===== config.mk =====
export PLATFORM = sky130hd
export DESIGN_NAME = sdr_port_arbiter
export DESIGN_NICKNAME = d
export VERILOG_FILES = /design/src/rtl/sdr_port_arbiter.sv
export SDC_FILE = /design/constraint.sdc
export NUM_CORES = 1
export LEC_CHECK = 0
export CAP_MARGIN = 20
export CORE_MARGIN = 4
export CORE_UTILIZATION = 38
export DETAILED_ROUTE_END_ITERATION = 7
export PLACE_DENSITY = 0.82
export REMOVE_ABC_BUFFERS = 1
export SLEW_MARGIN = 20
export SYNTH_ARGS = -nofsm -noshare
export SYNTH_HDL_FRONTEND = slang
export SYNTH_SLANG_ARGS = --single-unit

===== constraint.sdc =====
create_clock -name CLK -period 2.08 [get_ports CLK]
set_clock_uncertainty 0.15 [all_clocks]
set_input_delay 0.416 -clock CLK [delete_from_list [all_inputs] [get_ports CLK]]
set_output_delay 0.416 -clock CLK [all_outputs]
set_load 0.005 [all_outputs]

===== src/rtl/sdr_port_arbiter.sv =====
// sdr_port_arbiter: round-robin sharing of the SDRAM controller
// local-bus request port among NPORTS requesters.
module sdr_port_arbiter #(
   parameter int NPORTS       = 4,
   parameter int SDRAM_RASIZE = 31,
   parameter int PTRBITS      = 2
) (
   input  logic                           CLK,
   input  logic                           RESET_N,
   input  logic [NPORTS*SDRAM_RASIZE-1:0] P_RADDR,
   input  logic [NPORTS-1:0]              P_R_REQ,
   input  logic [NPORTS-1:0]              P_W_REQ,
   input  logic [NPORTS*4-1:0]            P_B_SIZE,
   input  logic [NPORTS-1:0]              P_AUTO_PCH,
   output logic [NPORTS-1:0]              P_RW_ACK,
   output logic [NPORTS-1:0]              P_R_VALID,
   output logic [NPORTS-1:0]              P_D_REQ,
   output logic [NPORTS-1:0]              P_W_VALID,
   output logic [NPORTS-1:0]              GRANT,
   output logic                           BUSY,
   output logic [SDRAM_RASIZE-1:0]        CTL_RADDR,
   output logic                           CTL_R_REQ,
   output logic                           CTL_W_REQ,
   output logic [3:0]                     CTL_B_SIZE,
   output logic                           CTL_AUTO_PCH,
   input  logic                           CTL_RW_ACK,
   input  logic                           CTL_R_VALID,
   input  logic                           CTL_D_REQ,
   input  logic                           CTL_W_VALID
);

   typedef enum logic [1:0] {
      IDLE,
      CMD,
      DATA
   } state_t;

   state_t                  state;
   logic [PTRBITS-1:0]      ptr;
   logic [PTRBITS-1:0]      own;
   logic                    rd_burst;
   logic [4:0]              beats;

   logic [NPORTS-1:0]       req;
   logic [2*NPORTS-1:0]     req_dbl;
   logic [NPORTS-1:0]       req_rot;
   logic                    win_vld;
   logic [PTRBITS-1:0]      win;
   int                      win_sum;
   int                      nxt_sum;
   logic [PTRBITS-1:0]      ptr_nxt;

   logic [SDRAM_RASIZE-1:0] sel_addr;
   logic [3:0]              sel_bsz;
   logic                    sel_r;
   logic                    sel_w;
   logic                    sel_ap;
   logic [NPORTS-1:0]       grant_nxt;
   logic                    beat;
   logic [4:0]              beat_load;

   // Rotate so bit 0 is the pointer's port; lowest set bit wins.
   always_comb begin
      req     = P_R_REQ | P_W_REQ;
      req_dbl = {req, req} >> ptr;
      req_rot = req_dbl[NPORTS-1:0];
      win_vld = 1'b0;
      win_sum = 0;
      for (int k = NPORTS - 1; k >= 0; k--) begin
         if (req_rot[k]) begin
            win_vld = 1'b1;
            win_sum = int'(ptr) + k;
         end
      end
      if (win_sum >= NPORTS) begin
         win_sum = win_sum - NPORTS;
      end
      win = PTRBITS'(win_sum);
   end

   always_comb begin
      nxt_sum = int'(own) + 1;
      if (nxt_sum >= NPORTS) begin
         nxt_sum = 0;
      end
      ptr_nxt = PTRBITS'(nxt_sum);
   end

   always_comb begin
      sel_addr  = '0;
      sel_bsz   = '0;
      sel_r     = 1'b0;
      sel_w     = 1'b0;
      sel_ap    = 1'b0;
      grant_nxt = '0;
      for (int i = 0; i < NPORTS; i++) begin
         if (win == PTRBITS'(i)) begin
            sel_addr     = P_RADDR[i*SDRAM_RASIZE +: SDRAM_RASIZE];
            sel_bsz      = P_B_SIZE[i*4 +: 4];
            sel_r        = P_R_REQ[i];
            sel_w        = P_W_REQ[i];
            sel_ap       = P_AUTO_PCH[i];
            grant_nxt[i] = 1'b1;
         end
      end
   end

   assign beat      = rd_burst ? CTL_R_VALID : CTL_W_VALID;
   assign beat_load = (CTL_B_SIZE == 4'd0) ? 5'd16 : {1'b0, CTL_B_SIZE};

   always_ff @(posedge CLK or negedge RESET_N) begin
      if (!RESET_N) begin
         state        <= IDLE;
         ptr          <= '0;
         own          <= '0;
         rd_burst     <= 1'b0;
         beats        <= '0;
         GRANT        <= '0;
         BUSY         <= 1'b0;
         CTL_RADDR    <= '0;
         CTL_R_REQ    <= 1'b0;
         CTL_W_REQ    <= 1'b0;
         CTL_B_SIZE   <= '0;
         CTL_AUTO_PCH <= 1'b0;
      end else begin
         unique case (state)
            IDLE: begin
               if (win_vld) begin
                  CTL_RADDR    <= sel_addr;
                  CTL_B_SIZE   <= sel_bsz;
                  CTL_AUTO_PCH <= sel_ap;
                  CTL_R_REQ    <= sel_r;
                  CTL_W_REQ    <= sel_w & ~sel_r;
                  rd_burst     <= sel_r;
                  own          <= win;
                  GRANT        <= grant_nxt;
                  BUSY         <= 1'b1;
                  state        <= CMD;
               end
            end
            CMD: begin
               // Requests stay up until the controller has registered them.
               if (CTL_RW_ACK) begin
                  CTL_R_REQ <= 1'b0;
                  CTL_W_REQ <= 1'b0;
                  beats     <= beat_load;
                  state     <= DATA;
               end
            end
            DATA: begin
               if (beat) begin
                  beats <= beats - 5'd1;
                  if (beats == 5'd1) begin
                     GRANT <= '0;
                     BUSY  <= 1'b0;
                     ptr   <= ptr_nxt;
                     state <= IDLE;
                  end
               end
            end
            default: state <= IDLE;
         endcase
      end
   end

   assign P_RW_ACK  = {NPORTS{CTL_RW_ACK}}  & GRANT;
   assign P_R_VALID = {NPORTS{CTL_R_VALID}} & GRANT;
   assign P_D_REQ   = {NPORTS{CTL_D_REQ}}   & GRANT;
   assign P_W_VALID = {NPORTS{CTL_W_VALID}} & GRANT;

endmodule


# Word-level counts from Yosys, hierarchy flattened
# Index checks and enable logic that the tools add are counted.
dict set report totals {
  in_bits 158
  register_bits 55
}
dict set report classes {
  n_lt_le_gt_ge 2
  n_eq_ne 10
  n_bitwise 7
  n_reduce_logical 12
  n_addsub 6
  muxes 57
  shift 1
}
# op count
set ops {}
lappend ops {{$mux 31} 4}
lappend ops {{$mux 32} 3}
lappend ops {{$ge 32x4->1 const B} 1}
lappend ops {{$mux 4} 7}
lappend ops {{$mux 1} 27}
lappend ops {{$and 4x4->4} 4}
lappend ops {{$mux 5} 3}
lappend ops {{$mux 2} 6}
lappend ops {{$pmux 5 s2} 1}
lappend ops {{$reduce_and 3->1} 3}
lappend ops {{$ne 2x2->1 const B} 4}
lappend ops {{$pmux 4 s2} 1}
lappend ops {{$reduce_and 4->1} 2}
lappend ops {{$shr 8x2->4} 1}
lappend ops {{$add 2x1->3 const B} 2}
lappend ops {{$add 2x2->3 const B} 2}
lappend ops {{$eq 2x2->1 const B} 3}
lappend ops {{$pmux 1 s2} 3}
lappend ops {{$pmux 2 s3} 1}
lappend ops {{$reduce_bool 2->1} 3}
lappend ops {{$eq 5x1->1 const B} 1}
lappend ops {{$sub 5x1->5 const B} 1}
lappend ops {{$eq 2x1->1 const B} 2}
lappend ops {{$logic_not 2->1} 2}
lappend ops {{8 further kinds} 8}

# Depth between registers and ports, before layout
# Gate-level depths: netlist of run 1.
dict set report depth {
  ltp_word 17
  depth_mapped 8
}

# Least setup slack after synthesis of run 1
# Ideal clock, no wire load.
dict set report synth_path {
  path_type {input port to flip-flop}
  startpoint {input port P_W_REQ[1]}
  endpoint {register CTL_W_REQ}
  setup_time_ps 119
  arrival_time_ps 1740
  path_slack_ps 71
  required_time_ps 1811
  n_path_buf 2
  cell_stages 7
  path_cell_list {or2_1 buf_6 o311ai_2 buf_4 nand2_1 a32o_2 o21a_1}
}
dict set report synth_between {
  elab_chain_cells 17
  word_cells_on_any_way 31
  cone_classes {add/sub (1); order compare (1); eq/ne (4); shift (1); mux (19); bitwise (3); reduce/logical (2)}
}
# element line
set synth_lines {}
lappend synth_lines {{start: declaration} 12} ;# input logic [NPORTS-1:0] P_W_REQ,
lappend synth_lines {{$or 4x4->4} 64} ;# req = P_R_REQ | P_W_REQ;
lappend synth_lines {{$shr 8x2->4} 65} ;# req_dbl = {req, req} >> ptr;
lappend synth_lines {{$mux 3} 70} ;# if (req_rot[k]) begin
lappend synth_lines {{$mux 32 (3 in a row)} 70}
lappend synth_lines {{$ge 32x4->1 / $sub 2x1->2 (equally long branches)} {75, 76}}
lappend synth_lines {{$mux 2} 75} ;# if (win_sum >= NPORTS) begin
lappend synth_lines {{$logic_not 2->1} 97} ;# if (win == PTRBITS'(i)) begin
lappend synth_lines {{$mux 1 (4 in a row)} 97}
lappend synth_lines {{$not 1->1} 133} ;# CTL_W_REQ <= sel_w & ~sel_r;
lappend synth_lines {{$and 1x1->1} 133}
lappend synth_lines {{$mux 1} 128} ;# if (win_vld) begin
lappend synth_lines {{$pmux 1 s2} 126} ;# unique case (state)
lappend synth_lines {{end signal: assignment} 133}
lappend synth_lines {{end: declaration} 23} ;# output logic CTL_W_REQ,
# Several ways; a longest one is shown, not always the timed one. The select of a mux whose other input is x is not followed.
# A chain may end at the register's enable or synchronous reset.

# Worst setup path in the final report of run 1
dict set report layout_path {
  startpoint {register ptr[1]}
  endpoint {register CTL_B_SIZE[0]}
}
dict set report layout_between {
  elab_chain_cells 12
  word_cells_on_any_way 24
  cone_classes {add/sub (4); order compare (1); eq/ne (3); shift (1); mux (13); reduce/logical (2)}
}
# element line
set layout_lines {}
lappend layout_lines {{start: declaration} 39} ;# logic [PTRBITS-1:0] ptr;
lappend layout_lines {{start signal: assignment} 156} ;# ptr <= ptr_nxt;
lappend layout_lines {{$add 2x2->3 / $shr 8x2->4 (equally long branches)} {72, 65}}
lappend layout_lines {{$mux 3} 70}
lappend layout_lines {{$mux 32 (3 in a row)} 70}
lappend layout_lines {{$ge 32x4->1 / $sub 2x1->2 (equally long branches)} {75, 76}}
lappend layout_lines {{$mux 2} 75}
lappend layout_lines {{$logic_not 2->1} 97}
lappend layout_lines {{$mux 4 (4 in a row)} 97}
lappend layout_lines {{end signal: assignment} 130} ;# CTL_B_SIZE <= sel_bsz;
lappend layout_lines {{end: declaration} 24} ;# output logic [3:0] CTL_B_SIZE,
# Several ways; a longest one is shown, not always the timed one.

==> metrics.csv, run 1 <==
stage;metric;value;unit
logic_synthesis;Main synth FF type;dfrtp_1;
floorplan;Die W;105;um
logic_synthesis;sequential fraction of the synthesis area;38.2;%
cts;CTS root buf;clkbuf_8;
cts;CTS tree;done;
finish;antenna cells;0;
critical_path;R2R depth;8;
drt;Remaining DRCs;2;
place;IO buf count;216;
logic_synthesis;post-synthesis register bit count;55;
critical_path;reg-to-reg slack, setup;40;ps
critical_path;reg-to-reg endpoint;CTL_B_SIZE[0];
logic_synthesis;syn_area_per_cell;8.71;um2
min_path;Hold Path Origin;CTL_RADDR[4];
sta;RSZ-0062 raised after global routing;yes;
place;Final Wtd Congestion;0.887;
finish;layout cells sized above 1;13.9;%
drt;Avg Vias per Cell;5.65;
critical_path;WP data required;2110;ps
global_routing;vias in the first global route;4664;
finish;area occupied by multi-input gates;2130;um2
floorplan;IO Pins;217;
floorplan;full die area;11100;um2
critical_path;crit path cell chain;o21ai_1 -> a21boi_1 -> buf_4 -> nor3_4 -> buf_12 -> clkbuf_16 -> mux2i_1 -> o221ai_1;
logic_synthesis;largest area contributor in the netlist;dfrtp_1;
sta;fin crit share;97.9;%
floorplan;Die Y;105;um
critical_path;type of origin of the critical path;register;
floorplan;Starting Density;39.0;%
cts;htree depth;2;
critical_path;CP max stage delay;460;ps
critical_path;CP Max Fanout;12;
cts;CTS clk-pin slew, worst paths;100;ps
global_routing;antenna violations before repair;0;
floorplan;row cnt;35;
logic_synthesis;Mapped Area;3600;um2
critical_path;FF-to-FF Start;ptr[1];
global_routing;largest net degree at the start of global routing;56;
cts;cts bufs inserted;5;
cts;Sink Count;55;
power;peak supply drop;0.528;mV
logic_synthesis;Cells after Synth;414;
logic_synthesis;Async SR Flop Fraction;100;%
power;PnR Total Power;7130;uW
finish;Core Util, Final;70.2;%
global_routing;first-pass GRT wire length;23.3;mm
logic_synthesis;top cell type's share of synthesized area;38.2;%
drt;via count;4469;
logic_synthesis;Post-synth EDFFs;0;
min_path;Hold Path Class;register to register;
logic_synthesis;most instantiated cells after synthesis;56 x nand2_1, 55 x dfrtp_1, 45 x o21ai_0;
logic_synthesis;largest cells by area after synthesis;dfrtp_1 38%, o221ai_1 8.5%, o21ai_0 6.2%;
floorplan;area of the core;9240;um2
global_routing;Total GRT Usage;26.1;%
drt;WL/cell;19.1;um
logic_synthesis;most frequent cell after synthesis;nand2_1;
drt;antenna-violating nets left;0;
power;Leak;0.00268;uW
place;HPWL after DPL;11.0;mm
sta;min cycle time layout;2040;ps
sta;Finish-stage setup viols;0;
drt;1st-iter DRT viols;195;
run;Max Cap Viol;0;
critical_path;Worst path slowest cell;dfrtp_2;
status;status;finished, violations left;
cts;Clk Latency, worst-skew pair;320;ps
sta;Setup TNS;0;ps
sta;Slew Limit Fails;0;
finish;Filler Cells Inserted;749;
min_path;worst hold path cell count;2;
critical_path;Worst Setup End Kind;register;
sta;actual slew at the worst max-slew pin;532;ps
critical_path;Crit Path Category;register to register;
drt;final wirelength;15.1;mm
status;failing checks;design-rule violations;
critical_path;crit path DAT;2070;ps
sta;Max Fclk;491;MHz
min_path;Endpoint, Worst Hold;CTL_RADDR[4];
finish;Final nets;822;
finish;Register Area;1380;um2
global_routing;total gr overflow;0;
logic_synthesis;Yosys cell types;52;
power;power density over the cells;1100;nW/um2
finish;P&R area growth vs syn;79.9;%
cts;CTS max path bufs;2;
drt;Pre-antenna DRT Iters;8;
sta;final hold vios;0;
sta;relative slew slack;64.5;%
logic_synthesis;Ys Warns;0;
==> cell families after synthesis <==
| logic type | count (synthesis) | share of synthesized area [%] |
|---|---|---|
| AOI/OAI and AO/OA | 145 | 27.7 |
| adders and majority gates | 3 | 1.04 |
| DFF | 55 | 38.2 |
| muxes | 18 | 5.03 |
| and+or+nand+nor | 154 | 22.1 |
| buffers and inverters | 39 | 5.97 |
==> flip-flops by register name, summed over array words and instances, names as in the netlist <==
signal / cells
ptr: 2
CTL_B_SIZE: 4
BUSY: 1
GRANT: 4
CTL_RADDR: 31
CTL_W_REQ: 1
own: 2
beats: 5
CTL_R_REQ: 1
rd_burst: 1
state: 2
CTL_AUTO_PCH: 1
==> placed cells by master, fill, tap and decap left out, types with 3 or more instances in the layout <==
cell	n
nand3_1	29
ha_1	3
and2_1	16
dlygate4sd2_1	10
buf_4	39
and3_1	27
a21oi_1	10
o21ai_0	38
a21o_1	4
o221ai_2	4
clkbuf_8	6
clkdlybuf4s50_1	203
inv_1	6
mux2i_1	17
buf_6	4
dfrtp_1	54
o221ai_1	32
o21ai_1	27
a21oi_4	4
nand2_1	56
buf_12	8
nor2_1	5
==> power breakdown <==
group          leakage (uW)  total [uW]  switching, uW  internal, uW
logic               0.00195        4470           2050          2420
clock network     0.0000484         640            366           274
registers          0.000677        2020            421          1600
total               0.00268        7130           2840          4290
==> timing repair <==
action / CTS / global route
pin swaps: 7 / 8
cloned: 5 / 2
resized for setup: 31 / 18
endpoints found under the hold margin: 55 / 0
setup endpoints to repair: 62 / 37
buffers inserted: 2 / 1
hold buffers: 1 / 0
==> worst max path at each step <==
stage	cells after the start	end	start
after floorplan	5	CTL_B_SIZE[0]	ptr[1]
after global placement	9	CTL_RADDR[3]	P_R_REQ[0]
after detailed placement	6	CTL_RADDR[10]	P_R_REQ[0]
after CTS	8	CTL_RADDR[10]	P_R_REQ[0]
after global routing	6	CTL_W_REQ	ptr[1]
final	8	CTL_B_SIZE[0]	ptr[1]
==> stage by stage <==
step | hold slack, ps | setup WS (ps) | cell area (um2) | instances
4_1_cts | 345 | 3.85 | 6410 | 790
6_report | 343 | 43.7 | 6490 | 791
3_3_place_gp | 287 | -557 | 6200 | 774
3_5_place_dp | 293 | -618 | 6200 | 774
2_1_floorplan | -29.6 | -1000 | 3410 | 381
5_1_grt | 374 | -39.2 | 6490 | 791
==> layer usage <==
metal  vias to the layer above  global-route usage (%)  share of wire [%]
met3                        27                    7.78                 10
met1                      2154                    29.7                 37
met5                         -                       0                  0
met2                       239                    46.2                 50
met4                         0                    9.00                2.4
li1                       2049                       -                  -
==> final cells by class <==
cell class,instances,share of cell area (%)
clock buffer,7,1.33
clock inverter,1,0.135
inverter,6,0.347
multi-input combinational,322,32.9
sequential,55,21.2
tap,129,2.49
timing repair buffer,271,41.6
==> critical path: cells and delay by family, from the launching register on <==
| family | cells | cell delay (ps) |
|---|---|---|
| buf+inv | 3 | 470 |
| flops | 1 | 460 |
| mux | 1 | 230 |
| simple gates | 1 | 220 |
| compound gates | 3 | 370 |
No activity file was read; power rests on OpenSTA's default activity.
==> inputs of run 2 (changes only) <==
--- a/config.mk
+++ b/config.mk
@@ -5,11 +5,14 @@
 export SDC_FILE = /design/constraint.sdc
 export NUM_CORES = 1
 export LEC_CHECK = 0
+export ABC_CLOCK_PERIOD_IN_PS = 2080
 export CAP_MARGIN = 20
+export CELL_PAD_IN_SITES_DETAIL_PLACEMENT = 0
+export CELL_PAD_IN_SITES_GLOBAL_PLACEMENT = 1
 export CORE_MARGIN = 4
-export CORE_UTILIZATION = 38
+export CORE_UTILIZATION = 26
 export DETAILED_ROUTE_END_ITERATION = 7
-export PLACE_DENSITY = 0.82
+export PLACE_DENSITY = 0.8
 export REMOVE_ABC_BUFFERS = 1
 export SLEW_MARGIN = 20
 export SYNTH_ARGS = -nofsm -noshare
==> run 2 against run 1 <==
The flow finishes with violations (negative setup slack). Combinational power up 7.8%. Sequential power down 2%. Wire length is 7.9% higher. Hold slack lost 7.8 ps. Global-route usage shrank 6.5 points. Clock power is 30% higher. Total power rose by 7.1%. Cell count increased by 7.3%. Critical path type unchanged. Largest cell class unchanged. Largest power group unchanged.
==> metrics.csv, run 2 (same netlist as run 1, synthesis figures left out) <==
stage;metric;value;unit;change
cts;CTS tree;done;;
power;peak supply drop;0.448;mV;-15%
sta;final hold vios;0;;unchanged
drt;1st-iter DRT viols;256;;+31%
sta;Setup TNS;-222;ps;-222 ps
global_routing;first-pass GRT wire length;25.0;mm;+7.1%
sta;Max Fclk;470;MHz;-4.2%
place;IO buf count;216;;unchanged
drt;final wirelength;16.3;mm;+7.9%
critical_path;Worst Setup End Kind;register;;
floorplan;IO Pins;217;;unchanged
sta;relative slew slack;70.8;%;+6.4 points
status;failing checks;negative setup slack;;
global_routing;Total GRT Usage;19.6;%;-6.5 points
place;Placed Instances;821;;+6.1%
critical_path;crit path DAT;2150;ps;+80 ps
critical_path;type of origin of the critical path;register;;
floorplan;Starting Density;26.9;%;-12 points
run;Max Cap Viol;0;;unchanged
finish;commonest non-fill, non-tap cell in the layout;clkdlybuf4s50_1;;
floorplan;Die Y;126;um;+19%
drt;via count;4455;;-0.31%
cts;cts bufs inserted;5;;unchanged
status;status;finished, violations left;;
cts;htree depth;2;;unchanged
critical_path;CP Max Fanout;4;;-8
min_path;Hold Path Class;register to register;;
sta;Slew Limit Fails;0;;unchanged
sta;RSZ-0062 raised after global routing;yes;;
drt;Pre-antenna DRT Iters;5;;-3
finish;Largest Register;CTL_RADDR;;
finish;Final nets;833;;+1.3%
drt;Avg Vias per Cell;5.25;;-7.1%
power;Leak;0.00281;uW;+5.1%
finish;P&R area growth vs syn;92.3;%;
drt;Remaining DRCs;0;;-2
finish;layout cells sized above 1;18.9;%;+5.0 points
finish;area occupied by multi-input gates;2250;um2;+5.7%
finish;Filler Cells Inserted;1217;;+62%
drt;antenna-violating nets left;0;;unchanged
finish;most frequent cells in the layout;203 x clkdlybuf4s50_1, 55 x nand2_1, 54 x dfrtp_1, 37 x buf_4, 34 x o221ai_1;;
sta;min cycle time layout;2130;ps;+89.4 ps
finish;Non-Filler Instances;849;;+7.3%
cts;CTS root buf;clkbuf_16;;
cts;CTS max path bufs;2;;unchanged
floorplan;area of the core;13400;um2;+45%
finish;Register Area;1380;um2;unchanged
cts;Sink Count;55;;unchanged
critical_path;Crit Path Category;register to register;;
drt;WL/cell;19.2;um;+0.54%
sta;actual slew at the worst max-slew pin;437;ps;-94.5 ps
finish;antenna cells;0;;unchanged
finish;Core Util, Final;51.7;%;-18 points
finish;largest registers;CTL_RADDR: 31 flops, beats: 5 flops;;
finish;max reg flops;31;;unchanged
sta;fin crit share;102;%;+4.3 points
power;power density over the cells;1100;nW/um2;+0.22%
place;Final Wtd Congestion;0.856;;-3.5%
floorplan;full die area;15800;um2;+42%
global_routing;largest net degree at the start of global routing;29;;-48%
cts;Clk Latency, worst-skew pair;290;ps;-30 ps
critical_path;WP data required;2110;ps;about the same
sta;Finish-stage setup viols;12;;+12
floorplan;row cnt;42;;+20%
cts;CTS clk-pin slew, worst paths;70;ps;-30 ps
floorplan;Die W;126;um;+19%
place;HPWL after DPL;11.5;mm;+4.2%
global_routing;vias in the first global route;4724;;+1.3%
sta;Final WS setup;-45.8;ps;-89.4 ps
global_routing;total gr overflow;0;;unchanged
global_routing;antenna violations before repair;0;;unchanged
-- run 2: metrics by stage --
| step | setup WS, ps | hold slack (ps) | instance area (um2) | total power [uW] |
|---|---|---|---|---|
| after floorplan | -1000 | -29.6 | 3410 | 3740 |
| after global placement | -543 | 238 | 6290 | 6170 |
| after detailed placement | -664 | 233 | 6290 | 6270 |
| after CTS | 12.3 | 340 | 6630 | 7410 |
| after global routing | -111 | 354 | 6930 | 8220 |
| final | -45.8 | 335 | 6930 | 7630 |
-- run 2: power breakdown --
group | total (uW) | switching (uW) | internal [uW]
registers | 1980 | 380 | 1600
logic | 4820 | 2170 | 2650
clock network | 833 | 387 | 446
total | 7630 | 2940 | 4700
-- run 2: critical path: stages (launching register included) --
cell	delay (ps)
dfrtp_2	410
buf_6	130
o21a_1	120
buf_6	130
o311ai_4	370
buf_4	190
nand2_4	50
a32o_2	290
o21a_1	170
-- run 2: cell type report --
type / count / share of cell area (%)
multi-input combinational: 322 / 32.5
sequential: 55 / 19.9
clock buffer: 6 / 1.86
timing repair buffer: 282 / 42.1
inverter: 6 / 0.325
clock inverter: 2 / 0.180
tap: 176 / 3.18
-- run 2: what timing repair did --
action,in CTS,in global routing
gates resized for setup,33,62
hold endpoints to repair,15,0
setup endpoints to repair,60,38
setup buffers,4,12
pin swaps,7,51
hold buffers,1,0
gates cloned,4,0
-- run 2: worst paths after layout --
kind	start	endpoint	slack, ps	cells after the start
max in group asynchronous	RESET_N	CTL_RADDR[29]	690	3
max reg2reg	ptr[1]	CTL_W_REQ	-50	8
max	ptr[1]	CTL_W_REQ	-50	8
min reg2reg	CTL_RADDR[9]	CTL_RADDR[9]	340	2
min	CTL_RADDR[9]	CTL_RADDR[9]	340	2
min in group asynchronous	RESET_N	CTL_B_SIZE[0]	460	2
-- run 2: per-layer routing --
metal  global-route usage (%)  part of all wire [%]
met5                        0                     0
met4                     6.37                   2.5
met3                     5.63                   7.7
met2                     36.1                    52
met1                     21.6                    38
==> inputs of run 3 (changes only) <==
--- a/config.mk
+++ b/config.mk
@@ -13,6 +13,7 @@
 export CORE_UTILIZATION = 26
 export DETAILED_ROUTE_END_ITERATION = 7
 export PLACE_DENSITY = 0.8
+export RECOVER_POWER = 50
 export REMOVE_ABC_BUFFERS = 1
 export SLEW_MARGIN = 20
 export SYNTH_ARGS = -nofsm -noshare
==> run 3 against run 2 <==
The run still ends with negative setup slack left. Register-to-register slack hardly changed. Hold slack hardly changed. Maximum frequency is 0.28% higher. Total power is 0.38% lower. Final area is 0.20% lower. Clock-buffer cell count stayed put. Critical path depth stayed put. Sequential share of layout area hardly changed. Via count hardly changed. Sequential power hardly changed. Highest routed layer unchanged.
==> metrics.csv, run 3 (same netlist as run 1, synthesis figures left out) <==
stage;metric;value;unit;change
status;status;finished, violations left;;
status;failing checks;negative setup slack;;
drt;Pre-antenna DRT Iters;5;;unchanged
global_routing;vias in the first global route;4724;;unchanged
place;IO buf count;216;;unchanged
cts;CTS root buf;clkbuf_16;;
sta;relative slew slack;29.4;%;-41 points
drt;antenna-violating nets left;0;;unchanged
finish;largest registers;CTL_RADDR: 31 flops, beats: 5 flops;;
place;Post-Place Cell Area;6290;um2;unchanged
finish;antenna cells;0;;unchanged
cts;CTS tree;done;;
floorplan;row cnt;42;;unchanged
cts;cts bufs inserted;5;;unchanged
sta;actual slew at the worst max-slew pin;1060;ps;+621 ps
sta;Final WS setup;-39.8;ps;+5.95 ps
global_routing;Total GRT Usage;19.6;%;unchanged
floorplan;Die W;126;um;unchanged
global_routing;first-pass GRT wire length;25.0;mm;unchanged
sta;min cycle time layout;2120;ps;-5.95 ps
finish;most frequent cells in the layout;200 x clkdlybuf4s50_1, 55 x nand2_1, 54 x dfrtp_1, 34 x o221ai_1, 33 x buf_4;;
sta;fin crit share;102;%;-0.29 points
cts;CTS max path bufs;2;;unchanged
sta;Max Fclk;472;MHz;+0.28%
drt;WL/cell;19.2;um;about the same
finish;Filler Cells Inserted;1221;;+0.33%
critical_path;Worst Setup End Kind;register;;
critical_path;crit path cell chain;buf_6 -> o21a_1 -> buf_6 -> o311ai_4 -> buf_4 -> nand2_4 -> a32o_2 -> o21a_1;;
drt;final wirelength;16.3;mm;about the same
floorplan;full die area;15800;um2;unchanged
critical_path;reg-to-reg slack, setup;-40;ps;about the same
critical_path;WP data required;2110;ps;about the same
critical_path;Crit Path Category;register to register;;
critical_path;CP delay by family, top;compound AO/OA/AOI/OAI gates;;
floorplan;IO Pins;217;;unchanged
critical_path;Worst path slowest cell;dfrtp_2;;
finish;Largest Register;CTL_RADDR;;
finish;layout cells sized above 1;18.4;%;-0.45 points
critical_path;type of origin of the critical path;register;;
cts;Sink Count;55;;unchanged
drt;via count;4456;;+0.022%
floorplan;Starting Density;26.9;%;unchanged
cts;Clk Latency, worst-skew pair;290;ps;about the same
sta;Slew Limit Fails;0;;unchanged
global_routing;largest net degree at the start of global routing;29;;unchanged
critical_path;CP Max Fanout;4;;unchanged
place;Placed Instances;821;;unchanged
min_path;Hold Path Class;register to register;;
finish;Non-Filler Instances;849;;unchanged
finish;max reg flops;31;;unchanged
drt;Avg Vias per Cell;5.25;;about the same
power;power density over the cells;1100;nW/um2;-0.18%
power;peak supply drop;0.445;mV;-0.75%
place;Final Wtd Congestion;0.856;;unchanged
sta;final hold vios;0;;unchanged
sta;RSZ-0062 raised after global routing;yes;;
run;Max Cap Viol;0;;unchanged
sta;Finish-stage setup viols;11;;-1
finish;commonest non-fill, non-tap cell in the layout;clkdlybuf4s50_1;;
finish;P&R area growth vs syn;91.9;%;
critical_path;worst path buffer plus inverter count;3;;unchanged
place;HPWL after DPL;11.5;mm;unchanged
drt;1st-iter DRT viols;267;;+4.3%
finish;Final nets;833;;unchanged
power;Leak;0.00280;uW;-0.34%
cts;CTS clk-pin slew, worst paths;70;ps;about the same
drt;Remaining DRCs;0;;unchanged
cts;htree depth;2;;unchanged
floorplan;Die Y;126;um;unchanged
finish;design area;6920;um2;-0.20%
floorplan;area of the core;13400;um2;unchanged
critical_path;CP max stage delay;410;ps;about the same
global_routing;total gr overflow;0;;unchanged
global_routing;antenna violations before repair;0;;unchanged
critical_path;crit path DAT;2150;ps;about the same
run 3: cell count changes in the layout (fill, tap and decap cells not counted), sizes merged:
cell,change
buf,-4
clkbuf,+4
clkdlybuf4s50,-3
dlygate4sd3,+3
run 3: path summary, 6_finish.rpt:
kind                         startpoint       endpoint  cells past startpoint
max                              ptr[1]      CTL_W_REQ                      8
min                        CTL_RADDR[9]   CTL_RADDR[9]                      2
max reg2reg                      ptr[1]      CTL_W_REQ                      8
min reg2reg                CTL_RADDR[9]   CTL_RADDR[9]                      2
max in group asynchronous       RESET_N  CTL_RADDR[29]                      3
min in group asynchronous       RESET_N  CTL_B_SIZE[0]                      2
run 3: cell type report:
type                       count  area, um2  share of cell area, %
inverter                       6       22.5                  0.325
clock inverter                 2       12.5                  0.181
timing repair buffer         282       2900                   42.0
clock buffer                   6        129                   1.86
multi-input combinational    322       2250                   32.6
tap                          176        220                   3.18
sequential                    55       1380                   19.9
run 3: what timing repair did:
action	CTS	global route
pin swaps	7	51
gates resized for setup	33	62
hold buffers	1	0
endpoints found under the setup margin	60	38
cloned	4	0
setup buffers	4	12
hold endpoints to repair	15	0
run 3: layer usage:
layer  GRT usage [%]  vias up  wire [um]
li1                -     2090          -
met1            21.6     2125       6160
met2            36.1      215       8520
met3            5.63       26       1260
met4            6.37        0        386
met5               0        -          0
run 3: stage by stage:
stage	util, %	setup TNS, ps	worst slack (ps)	total power, uW	hold slack [ps]
5_1_grt	51.6	-1990	-111	8200	354
4_1_cts	49.4	0	12.3	7410	340
3_5_place_dp	47.0	-26180	-664	6270	233
6_report	51.6	-182	-39.8	7610	335
3_3_place_gp	47.0	-21930	-543	6170	238
2_1_floorplan	-	-41480	-1000	3740	-29.6
run 3: report_power, final:
part,switching [uW],internal [uW],leakage (uW)
Sequential,376,1600,0.000677
Clock,386,446,0.0000669
Combinational,2170,2630,0.00206
run 3: worst register-to-register path, stage by stage (launching register included):
cell      delay [ps]
dfrtp_2          410
buf_6            130
o21a_1           120
buf_6            130
o311ai_4         370
buf_4            190
nand2_4           50
a32o_2           290
o21a_1           170
